**src/rtl/sram_uart_ctrl.sv**
```systemverilog
// UART-commanded controller for an asynchronous byte-wide SRAM.
// Decodes 6-byte frames (CMD, ARG[31:0], 0x00), runs write/read/fill cycles and returns read data over UART TX.
module sram_uart_ctrl #(
    parameter int CLKS_PER_BIT = 104,
    parameter int ADDR_W       = 16,
    parameter int WR_CYCLES    = 2,
    parameter int RD_CYCLES    = 2
) (
    input  logic              clk,
    input  logic              rstn,
    input  logic              rx,
    output logic              tx,
    output logic [ADDR_W-1:0] sram_addr,
    output logic [7:0]        sram_data_write,
    input  logic [7:0]        sram_data_read,
    output logic              sram_data_oe,
    output logic              sram_ce_n,
    output logic              sram_we_n,
    output logic              sram_oe_n,
    output logic              busy
);
    localparam int CW = 16;
    localparam logic [CW-1:0] BIT_LAST   = CW'(CLKS_PER_BIT - 1);
    localparam logic [CW-1:0] HALF_LAST  = CW'(CLKS_PER_BIT / 2 - 1);
    localparam logic [CW-1:0] IDLE_LIMIT = CW'(16 * CLKS_PER_BIT);
    localparam logic [CW-1:0] WR_LAST    = CW'(WR_CYCLES - 1);
    localparam logic [CW-1:0] RD_LAST    = CW'(RD_CYCLES - 1);

    localparam logic [7:0] CMD_ADDR  = 8'h01;
    localparam logic [7:0] CMD_LOAD  = 8'h02;
    localparam logic [7:0] CMD_WRITE = 8'h03;
    localparam logic [7:0] CMD_READ  = 8'h04;
    localparam logic [7:0] CMD_RDREQ = 8'h05;
    localparam logic [7:0] CMD_COUNT = 8'h06;
    localparam logic [7:0] CMD_CONST = 8'h07;

    typedef enum logic [1:0] {RX_IDLE, RX_START, RX_DATA, RX_STOP} rx_state_e;
    typedef enum logic [2:0] {S_IDLE, S_WR_SETUP, S_WR_PULSE, S_WR_HOLD, S_WR_GAP, S_RD, S_TX} state_e;

    logic            rx_meta_q, rx_sync_q, rx_prev_q;
    rx_state_e       rx_state_q, rx_state_d;
    logic [CW-1:0]   rx_cnt_q, rx_cnt_d;
    logic [2:0]      rx_bit_q, rx_bit_d;
    logic [7:0]      rx_shift_q, rx_shift_d;
    logic            byte_vld;
    logic [2:0]      byte_idx_q, byte_idx_d;
    logic [7:0]      cmd_q, cmd_d;
    logic [31:0]     arg_q, arg_d;
    logic [CW-1:0]   idle_cnt_q, idle_cnt_d;
    logic            go_q, go_d;

    state_e          state_q, state_d;
    logic [ADDR_W-1:0] addr_q, addr_d;
    logic [7:0]      data_q, data_d;
    logic [7:0]      read_q, read_d;
    logic [31:0]     rem_q, rem_d;
    logic            fill_q, fill_d;
    logic            count_q, count_d;
    logic [CW-1:0]   cnt_q, cnt_d;
    logic [3:0]      tx_bit_q, tx_bit_d;
    logic [9:0]      tx_frame;

    logic [ADDR_W-1:0] sram_addr_q, sram_addr_d;
    logic [7:0]      wdata_q, wdata_d;
    logic            data_oe_q, data_oe_d;
    logic            ce_n_q, ce_n_d;
    logic            we_n_q, we_n_d;
    logic            oe_n_q, oe_n_d;
    logic            tx_q, tx_d;
    logic            busy_q, busy_d;

    // RX byte receiver and frame parser next-state logic
    always_comb begin
        rx_state_d = rx_state_q;
        rx_cnt_d   = rx_cnt_q;
        rx_bit_d   = rx_bit_q;
        rx_shift_d = rx_shift_q;
        byte_vld   = 1'b0;
        case (rx_state_q)
            RX_IDLE: begin
                rx_cnt_d = '0;
                rx_bit_d = 3'd0;
                if (rx_prev_q && !rx_sync_q) rx_state_d = RX_START;
                else                         rx_state_d = RX_IDLE;
            end
            RX_START: begin
                if (rx_cnt_q == HALF_LAST) begin
                    rx_cnt_d   = '0;
                    rx_state_d = rx_sync_q ? RX_IDLE : RX_DATA;
                end else begin
                    rx_cnt_d = rx_cnt_q + CW'(1);
                end
            end
            RX_DATA: begin
                if (rx_cnt_q == BIT_LAST) begin
                    rx_cnt_d   = '0;
                    rx_shift_d = {rx_sync_q, rx_shift_q[7:1]};
                    rx_bit_d   = rx_bit_q + 3'd1;
                    if (rx_bit_q == 3'd7) rx_state_d = RX_STOP;
                    else                  rx_state_d = RX_DATA;
                end else begin
                    rx_cnt_d = rx_cnt_q + CW'(1);
                end
            end
            RX_STOP: begin
                if (rx_cnt_q == BIT_LAST) begin
                    rx_cnt_d   = '0;
                    rx_state_d = RX_IDLE;
                    byte_vld   = rx_sync_q;
                end else begin
                    rx_cnt_d = rx_cnt_q + CW'(1);
                end
            end
            default: rx_state_d = RX_IDLE;
        endcase

        byte_idx_d = byte_idx_q;
        cmd_d      = cmd_q;
        arg_d      = arg_q;
        idle_cnt_d = idle_cnt_q;
        go_d       = 1'b0;
        if (byte_vld) begin
            idle_cnt_d = '0;
            case (byte_idx_q)
                3'd0: begin
                    cmd_d      = rx_shift_q;
                    byte_idx_d = 3'd1;
                end
                3'd1, 3'd2, 3'd3, 3'd4: begin
                    arg_d      = {arg_q[23:0], rx_shift_q};
                    byte_idx_d = byte_idx_q + 3'd1;
                end
                3'd5: begin
                    byte_idx_d = 3'd0;
                    go_d       = (rx_shift_q == 8'h00) && !busy_q;
                end
                default: byte_idx_d = 3'd0;
            endcase
        end else if (byte_idx_q == 3'd0 || rx_state_q != RX_IDLE) begin
            idle_cnt_d = '0;
        end else if (idle_cnt_q == IDLE_LIMIT) begin
            // A stalled partial frame is abandoned so the next byte is taken as a command.
            idle_cnt_d = '0;
            byte_idx_d = 3'd0;
        end else begin
            idle_cnt_d = idle_cnt_q + CW'(1);
        end
    end

    // Command sequencer next-state logic and registered SRAM/TX output values
    always_comb begin
        state_d  = state_q;
        addr_d   = addr_q;
        data_d   = data_q;
        read_d   = read_q;
        rem_d    = rem_q;
        fill_d   = fill_q;
        count_d  = count_q;
        cnt_d    = cnt_q;
        tx_bit_d = tx_bit_q;
        tx_frame = {1'b1, read_q, 1'b0};
        case (state_q)
            S_IDLE: begin
                cnt_d    = '0;
                tx_bit_d = 4'd0;
                if (go_q) begin
                    case (cmd_q)
                        CMD_ADDR:  addr_d = arg_q[ADDR_W-1:0];
                        CMD_LOAD:  data_d = arg_q[7:0];
                        CMD_WRITE: begin
                            rem_d   = 32'd1;
                            fill_d  = 1'b0;
                            count_d = 1'b0;
                            state_d = S_WR_SETUP;
                        end
                        CMD_READ:  state_d = S_TX;
                        CMD_RDREQ: state_d = S_RD;
                        CMD_COUNT, CMD_CONST: begin
                            if (arg_q != 32'd0) begin
                                rem_d   = arg_q;
                                fill_d  = 1'b1;
                                count_d = (cmd_q == CMD_COUNT);
                                state_d = S_WR_SETUP;
                            end else begin
                                state_d = S_IDLE;
                            end
                        end
                        default: state_d = S_IDLE;
                    endcase
                end else begin
                    state_d = S_IDLE;
                end
            end
            S_WR_SETUP: begin
                cnt_d   = '0;
                state_d = S_WR_PULSE;
            end
            S_WR_PULSE: begin
                if (cnt_q == WR_LAST) begin
                    cnt_d   = '0;
                    state_d = S_WR_HOLD;
                end else begin
                    cnt_d = cnt_q + CW'(1);
                end
            end
            S_WR_HOLD: begin
                rem_d = rem_q - 32'd1;
                if (fill_q) addr_d = addr_q + ADDR_W'(1);
                else        addr_d = addr_q;
                state_d = (rem_q == 32'd1) ? S_IDLE : S_WR_GAP;
            end
            S_WR_GAP: state_d = S_WR_SETUP;
            S_RD: begin
                if (cnt_q == RD_LAST) begin
                    cnt_d   = '0;
                    read_d  = sram_data_read;
                    state_d = S_IDLE;
                end else begin
                    cnt_d = cnt_q + CW'(1);
                end
            end
            S_TX: begin
                if (cnt_q == BIT_LAST) begin
                    cnt_d = '0;
                    if (tx_bit_q == 4'd9) begin
                        tx_bit_d = 4'd0;
                        state_d  = S_IDLE;
                    end else begin
                        tx_bit_d = tx_bit_q + 4'd1;
                    end
                end else begin
                    cnt_d = cnt_q + CW'(1);
                end
            end
            default: state_d = S_IDLE;
        endcase

        sram_addr_d = sram_addr_q;
        wdata_d     = wdata_q;
        if (state_d == S_WR_SETUP) begin
            sram_addr_d = addr_q;
            wdata_d     = count_d ? addr_q[7:0] : data_q;
        end else if (state_d == S_RD) begin
            sram_addr_d = addr_q;
        end else begin
            sram_addr_d = sram_addr_q;
        end
        data_oe_d = (state_d == S_WR_SETUP) || (state_d == S_WR_PULSE) || (state_d == S_WR_HOLD);
        ce_n_d    = !(data_oe_d || (state_d == S_RD));
        we_n_d    = (state_d != S_WR_PULSE);
        oe_n_d    = (state_d != S_RD);
        busy_d    = (state_d != S_IDLE);
        tx_d      = (state_d == S_TX) ? tx_frame[tx_bit_d] : 1'b1;
    end

    // State and output registers; reset aborts any frame or SRAM cycle at once
    always_ff @(posedge clk or negedge rstn) begin
        if (!rstn) begin
            rx_meta_q   <= 1'b1;
            rx_sync_q   <= 1'b1;
            rx_prev_q   <= 1'b1;
            rx_state_q  <= RX_IDLE;
            rx_cnt_q    <= '0;
            rx_bit_q    <= 3'd0;
            rx_shift_q  <= 8'h00;
            byte_idx_q  <= 3'd0;
            cmd_q       <= 8'h00;
            arg_q       <= 32'd0;
            idle_cnt_q  <= '0;
            go_q        <= 1'b0;
            state_q     <= S_IDLE;
            addr_q      <= '0;
            data_q      <= 8'h00;
            read_q      <= 8'h00;
            rem_q       <= 32'd0;
            fill_q      <= 1'b0;
            count_q     <= 1'b0;
            cnt_q       <= '0;
            tx_bit_q    <= 4'd0;
            sram_addr_q <= '0;
            wdata_q     <= 8'h00;
            data_oe_q   <= 1'b0;
            ce_n_q      <= 1'b1;
            we_n_q      <= 1'b1;
            oe_n_q      <= 1'b1;
            tx_q        <= 1'b1;
            busy_q      <= 1'b0;
        end else begin
            rx_meta_q   <= rx;
            rx_sync_q   <= rx_meta_q;
            rx_prev_q   <= rx_sync_q;
            rx_state_q  <= rx_state_d;
            rx_cnt_q    <= rx_cnt_d;
            rx_bit_q    <= rx_bit_d;
            rx_shift_q  <= rx_shift_d;
            byte_idx_q  <= byte_idx_d;
            cmd_q       <= cmd_d;
            arg_q       <= arg_d;
            idle_cnt_q  <= idle_cnt_d;
            go_q        <= go_d;
            state_q     <= state_d;
            addr_q      <= addr_d;
            data_q      <= data_d;
            read_q      <= read_d;
            rem_q       <= rem_d;
            fill_q      <= fill_d;
            count_q     <= count_d;
            cnt_q       <= cnt_d;
            tx_bit_q    <= tx_bit_d;
            sram_addr_q <= sram_addr_d;
            wdata_q     <= wdata_d;
            data_oe_q   <= data_oe_d;
            ce_n_q      <= ce_n_d;
            we_n_q      <= we_n_d;
            oe_n_q      <= oe_n_d;
            tx_q        <= tx_d;
            busy_q      <= busy_d;
        end
    end

    assign tx              = tx_q;
    assign sram_addr       = sram_addr_q;
    assign sram_data_write = wdata_q;
    assign sram_data_oe    = data_oe_q;
    assign sram_ce_n       = ce_n_q;
    assign sram_we_n       = we_n_q;
    assign sram_oe_n       = oe_n_q;
    assign busy            = busy_q;

endmodule

```
**config.mk**
```make
export PLATFORM = sky130hd
export DESIGN_NAME = sram_uart_ctrl
export DESIGN_NICKNAME = d
export VERILOG_FILES = /design/src/rtl/sram_uart_ctrl.sv
export SDC_FILE = /design/constraint.sdc
export NUM_CORES = 1
export LEC_CHECK = 0
export ABC_CLOCK_PERIOD_IN_PS = 3980
export CAP_MARGIN = 20
export CELL_PAD_IN_SITES_DETAIL_PLACEMENT = 1
export CELL_PAD_IN_SITES_GLOBAL_PLACEMENT = 1
export CORE_ASPECT_RATIO = 0.8
export CORE_MARGIN = 3
export CORE_UTILIZATION = 35
export DETAILED_ROUTE_END_ITERATION = 6
export GPL_ROUTABILITY_DRIVEN = 0
export PLACE_DENSITY_LB_ADDON = 0.2
export SETUP_SLACK_MARGIN = 0.1
export SLEW_MARGIN = 20
export SYNTH_ARGS = -nofsm -noshare
export SYNTH_HDL_FRONTEND = slang
export SYNTH_SLANG_ARGS = --single-unit
```
**constraint.sdc**
```tcl
create_clock -name clk -period 3.98 [get_ports clk]
set_clock_uncertainty 0.05 [all_clocks]
set_input_delay 0.796 -clock clk [delete_from_list [all_inputs] [get_ports clk]]
set_output_delay 0.796 -clock clk [all_outputs]
set_load 0.05 [all_outputs]
```
==> metrics.txt, run 1 <==
status=completed; min Tclk post-route=3.04 ns; I/O Buffers=40; max-slew violations=0; total die area=about 32000 µm²; TritonRoute pass-1 iters=4; sequential area share after synthesis=51.3%; antenna violations before repair=0; total nets after synthesis=972; R2R setup slack=approximately 0.94 ns; share of cells above drive strength 1=17.4%; Site Rows=55; design area=11900 µm²; post-DP HPWL=18400 µm; Sink Count=211; CTS clk-pin slew, worst paths=0.06 ns; Via density=5.42; CTS tree=built; crit path max fanout=17; area share of the largest cell type after synthesis=49.5%; mapped cell area=just over 10000 µm²; unrepaired setup endpoints after global routing=false; Starting DRT DRC Count=about 420; Synth Instances=945; post-CTS setup buffers=0; number of global-route vias before repair=7914; Worst EP required=approximately 4.4 ns; number of synthesized register bits=211; Max Cap Violations=0; core area=about 29000 µm²; io pins=approximately 40; Worst path slowest cell=or4_4; largest net degree at the start of global routing=84; Lkg Pwr=5.43 nW; die height=160 µm; hold_buf cts=0; Main synth FF type=dfrtp_1; first-pass GRT wire length=about 45000 µm; Post-synth ARST share=100%; dominant cell type by area after synthesis=dfrtp_1; CP arrival=3.43 ns; number of flops mapped to enable cells by yosys=0; worst min path class=input pin to async pin; maximum vdd ir drop=~280 µV; DP Worst Slack=0.931 ns; GRT Overall Usage=17.6%; ranking of synthesized cells by area=dfrtp_1 49%, mux2_2 8.6%, nor2_1 3.1%; period utilization=76.5%; Commonest cells post-synth=204 x dfrtp_1, 86 x nor2_1, 79 x mux2_2; routed wire length=27000 µm; Routed Antenna Nets=0; NumNets Final=1016; WL per Instance=around 20 µm; post-synth cell types=80; H-tree depth=1; Fmax=329 MHz; CP startpoint kind=register; Max clock buf depth=3; Hold Fails Final Rpt=0; Setup-failing EPs final=0; Starting Density=around 36%; total grt overflow=0; post_cts resized=0; worst skew pair latency=between 0.5 and 0.6 ns; die width=just under 200 µm; Total Power=approximately 0.0045 W; via count=7451; cell with the most instances after synthesis=dfrtp_1; CTS root buf=clkbuf_16; Rel. slew slack=51.1%; Area Growth Syn to Fin=15.7%; Worst setup EP type=register; yosys warns=0; drt drc=0; number of diodes=0; worst setup margin=between 0.9 and 1 ns; CTS Buf Count=24; setup TNS=0 ns; critical path class=register to register; Area after DPL=~11000 µm²; Tightest Pin Transition=a little over 0.7 ns; syn avg cell area=approximately 11 µm²; critical-path cell list=or4_4, nor3_1, buf_4, o21ai_1, a211oi_1, a211o_1, and2_4, mux2_2; PD cells=around 380 nW/µm²; max incr delay on CP=roughly 0.6 ns; reg2reg path depth=8
worst paths after layout:
path | start | end
setup / recovery | cmd_q[5] | sram_addr[3]
hold / removal | rstn | idle_cnt_q[2]
setup reg to reg | cmd_q[5] | sram_addr[3]
hold reg to reg | rx_meta_q | rx_sync_q
max in group asynchronous | rstn | rx_prev_q
min in group clk | rx_meta_q | rx_sync_q
logic make-up (layout without fill, tap and decap cells):
family,count (synthesis),count (layout),share of synthesized area [%]
compound gates,164,164,10.6
flops,211,211,51.3
mux,106,106,11.8
buf+inv,57,117,2.39
simple gates,347,347,18.2
xor+xnor,44,44,3.73
fa+ha+maj,16,16,1.94
layer usage:
layer,GRT usage [%],wire [µm],up-vias
met5,0,0,-
met2,25.8,11600,95
met3,3.26,1150,36
li1,-,-,3541
met4,3.60,520,0
met1,27.1,13800,3779
layout by cell type (no fill, tap or decap), drive strengths merged, types with 7 or more instances in the layout:
| cell type | count |
|---|---|
| or3 | 9 |
| and3 | 25 |
| or4 | 9 |
| clkbuf | 33 |
| nand2b | 8 |
| inv | 21 |
| nor4b | 7 |
| nand2 | 70 |
| clkinv | 8 |
| o21ai | 34 |
| dfrtp | 204 |
| a21oi | 45 |
| dfstp | 7 |
| nand3 | 43 |
| xnor2 | 15 |
| nor4 | 25 |
| buf | 15 |
| nor3 | 21 |
| o211ai | 7 |
| o22ai | 11 |
| a22o | 7 |
| ha | 16 |
| nand4 | 11 |
| xor2 | 29 |
| nor2 | 86 |
| mux2 | 100 |
| and2 | 7 |
| clkdlybuf4s50 | 39 |
through the flow:
step / hold WS (ns) / util, % / std cells
final: 0.160 / 41.7 / 1375
after global routing: 0.183 / 41.7 / 1375
after CTS: 0.172 / 41.7 / 1375
after detailed placement: 0.300 / 39.0 / 1333
after global placement: 0.298 / 39.0 / 1333
after floorplan: 0.295 / - / 945
critical path: cells and delay by family (launching register included):
| kind | cells | cell delay (ns) |
|---|---|---|
| flip-flops | 1 | 0.38 |
| buffers and inverters | 1 | 0.22 |
| AND/OR/NAND/NOR | 3 | 1.21 |
| multiplexers | 1 | 0.38 |
| AO/OA/AOI/OAI | 3 | 0.67 |
sequential cells by signal, summed over array words and instances, names as in the netlist, 3 cells and up, named ones only:
register	count
rx_bit_q	3
addr_q	16
cnt_q	16
idle_cnt_q	16
read_q	8
cmd_q	8
sram_data_write	8
tx_bit_q	4
rx_cnt_q	16
arg_q	32
byte_idx_q	3
data_q	8
rem_q	32
sram_addr	16
state_q	3
rx_shift_q	8
power by group:
part	leakage [nW]	total, W	switching, W	internal [W]
Sequential	2.91	0.00221	0.0000370	0.00217
Combinational	2.13	0.000133	0.0000834	0.0000494
Clock	0.383	0.00218	0.000923	0.00125
area by class of cell:
type,instances,area [µm²]
clock buffer,33,674
clock inverter,9,95.1
fill,3129,16700
inverter,21,78.8
multi-input combinational,677,4810
sequential,211,5290
tap,370,463
timing repair buffer,54,536
Power figures use the tool's default switching activity.
==> run 2, diff against run 1 <==
- ABC_CLOCK_PERIOD_IN_PS: 3980 -> 2700
- clock period: 3.98 -> 2.7 ns (I/O delays scaled with it)
==> run 2 against run 1 <==
  * The run now ends with negative setup slack left
  * Critical path depth up 2
  * Utilization up 5.6 points
  * Sequential share of layout area down 5.2 points
  * Sequential power up 48%
  * Die area unchanged
  * Via count up 7.7%
  * Non-clock buffer count up 114
  * Setup slack worse by 0.96 ns
  * Hold slack better by 0.15 ns
  * Total power up 56%
  * Critical path type unchanged
  * Largest power group is now clock
==> metrics.txt, run 2 (synthesis gave the netlist of run 1 again) <==
max incr delay on CP=0.55 ns (-0.05 ns); Fmax=367 MHz (+12%); worst skew pair latency=0.54 ns (-0.02 ns); Max Cap Violations=0 (unchanged); FILL cells=3061 (-2.2%); Sink Count=211 (unchanged); Starting DRT DRC Count=374 (-10%); max-slew violations=0 (unchanged); TritonRoute pass-1 iters=4 (unchanged); period utilization=101% (+25 points); unrepaired setup endpoints after global routing=true; met3 usage=2.45% (-0.80 points); CP startpoint kind=register; total grt overflow=0 (unchanged); I/O Buffers=40 (unchanged); GRT Overall Usage=18.4% (+0.78 points); core area=28600 µm² (unchanged); min Tclk post-route=2.73 ns (-0.317 ns); Site Rows=55 (unchanged); Routed Antenna Nets=0 (unchanged); CTS root buf=clkbuf_16; Area Growth Syn to Fin=31.2%; Comb power frac=3.2% (+0.3 points); routed wire length=29600 µm (+9.5%); switching power=0.00156 W (+50%); status=finished with violations; kind of cell adding the most delay to the critical path=simple AND/OR/NAND/NOR gates; CTS clk-pin slew, worst paths=0.06 ns (about the same); antenna violations before repair=0 (unchanged); PD cells=520 nW/µm² (+37%); cell-internal power=0.00548 W (+58%); Setup-failing EPs final=8 (+8); first-pass GRT wire length=47200 µm (+4.8%); design area=13500 µm² (+13%); critical path class=register to register; largest net degree at the start of global routing=69 (-18%); Starting Density=36.0% (unchanged); critical-path cell list=or4_4, buf_6, buf_6, nor4b_4, o311ai_4, nand2_2, o31ai_4, buf_12, mux2_4, mux2_4; Area after DPL=11900 µm² (+6.2%); WL per Instance=19.8 µm (+0.98%); die width=198 µm (unchanged); post-DP HPWL=19700 µm (+7.1%); share of cells above drive strength 1=29.6% (+12 points); failing checks=negative setup slack; worst min path class=register to register; top flop regs=arg_q x32, rem_q x32; Worst setup EP type=register; sw frac=22.2% (-0.90 points); met2 Track Usage GR=28.2% (+2.4 points); DP Worst Slack=-0.138 ns (-1.07 ns); die height=160 µm (unchanged); CTS Buf Count=24 (unchanged); Max clock buf depth=3 (unchanged); drt drc=0 (unchanged); crit path max fanout=5 (-12); gr busiest metal=met1; NumNets Final=1130 (+11%); worst setup margin=-0.0261 ns (-0.963 ns); io pins=41 (unchanged); Rel. slew slack=51.7% (+0.55 points); Hold Fails Final Rpt=0 (unchanged); number of global-route vias before repair=8300 (+4.9%); clock group share of total power=50.5% (+2.4 points); maximum vdd ir drop=389 µV (+38%); H-tree depth=1 (unchanged); CP arrival=3.10 ns (-0.33 ns); WP buf/inv=3 (+2); Via density=5.38 (-0.66%); Worst EP required=3.07 ns (-1.30 ns); CTS tree=built; Tightest Pin Transition=0.722 ns (-0.00539 ns); most common cell after layout, fill and taps aside=dfrtp_1; Worst path slowest cell=or4_4; GRT met1 Usage=28.2% (+1.1 points); commonest cells after routing, fill and taps aside=203 x dfrtp_1, 102 x buf_4, 82 x nor2_1; Lkg Pwr=6.24 nW (+15%); sequential power share=46.3% (-2.6 points); via count=8026 (+7.7%); number of diodes=0 (unchanged); total die area=31600 µm² (unchanged)
-- run 2: cell count changes in the layout (fill, tap and decap cells not counted), sizes merged --
cell | previous run | this run
bufinv | 1 | 3
clkbuf | 33 | 43
clkinv | 8 | 3
dlygate4sd3 | 0 | 1
buf | 15 | 123
-- run 2: power by group through the flow --
stage	clock [W]	combinational, W	sequential (W)
detailed placement	0	0.000223	0.00331
finish	0.00356	0.000226	0.00326
CTS	0.00364	0.000225	0.00325
floorplan	0	0.0000974	0.00330
global placement	0	0.000220	0.00331
global route	0.00379	0.000266	0.00326
-- run 2: timing repair --
action / CTS / global route
gates cloned: 2 / 6
pin swaps: 14 / 19
endpoints found under the setup margin: 79 / 94
resized for setup: 38 / 65
hold buffers: 1 / 0
buffers inserted: 11 / 9
hold endpoints to repair: 26 / 0
-- run 2: per-stage QoR --
stage               hold WS, ns  setup TNS [ns]  total power [W]  util (%)  cells
CTS                       0.308          -0.260          0.00712      45.6   1476
floorplan                 0.194               0          0.00339         -    945
global placement          0.298          -0.710          0.00353      41.4   1419
global route              0.313           -1.36          0.00731      47.3   1491
detailed placement        0.299           -1.77          0.00353      41.5   1420
finish                    0.306          -0.108          0.00704      47.3   1491
-- run 2: path summary, 6_finish.rpt --
| kind | startpoint | end | slack (ns) | cells after the start |
|---|---|---|---|---|
| setup / recovery | cmd_q[6] | sram_data_write[6] | -0.03 | 10 |
| hold / removal | rx_meta_q | rx_sync_q | 0.31 | 0 |
| setup reg to reg | cmd_q[6] | sram_data_write[6] | -0.03 | 10 |
| hold reg to reg | rx_meta_q | rx_sync_q | 0.31 | 0 |
| max in group asynchronous | rstn | rx_prev_q | 1.44 | 3 |
| min in group asynchronous | rstn | read_q[4] | 0.42 | 2 |
-- run 2: per-layer routing --
metal,share of wire (%),wire [µm]
met5,0,0
met4,1.3,398
met3,3.2,933
met2,45,13200
met1,51,15000
-- run 2: final cells by class --
| cell class | count | area, µm² | area share (%) |
|---|---|---|---|
| clock inverters | 6 | 130 | 0.961 |
| inverters | 21 | 81.3 | 0.601 |
| repair buffers | 168 | 1640 | 12.1 |
| well taps | 370 | 463 | 3.42 |
| multi-input cells | 677 | 5190 | 38.3 |
| clock buffers | 38 | 743 | 5.49 |
| flip-flops and latches | 211 | 5290 | 39.1 |
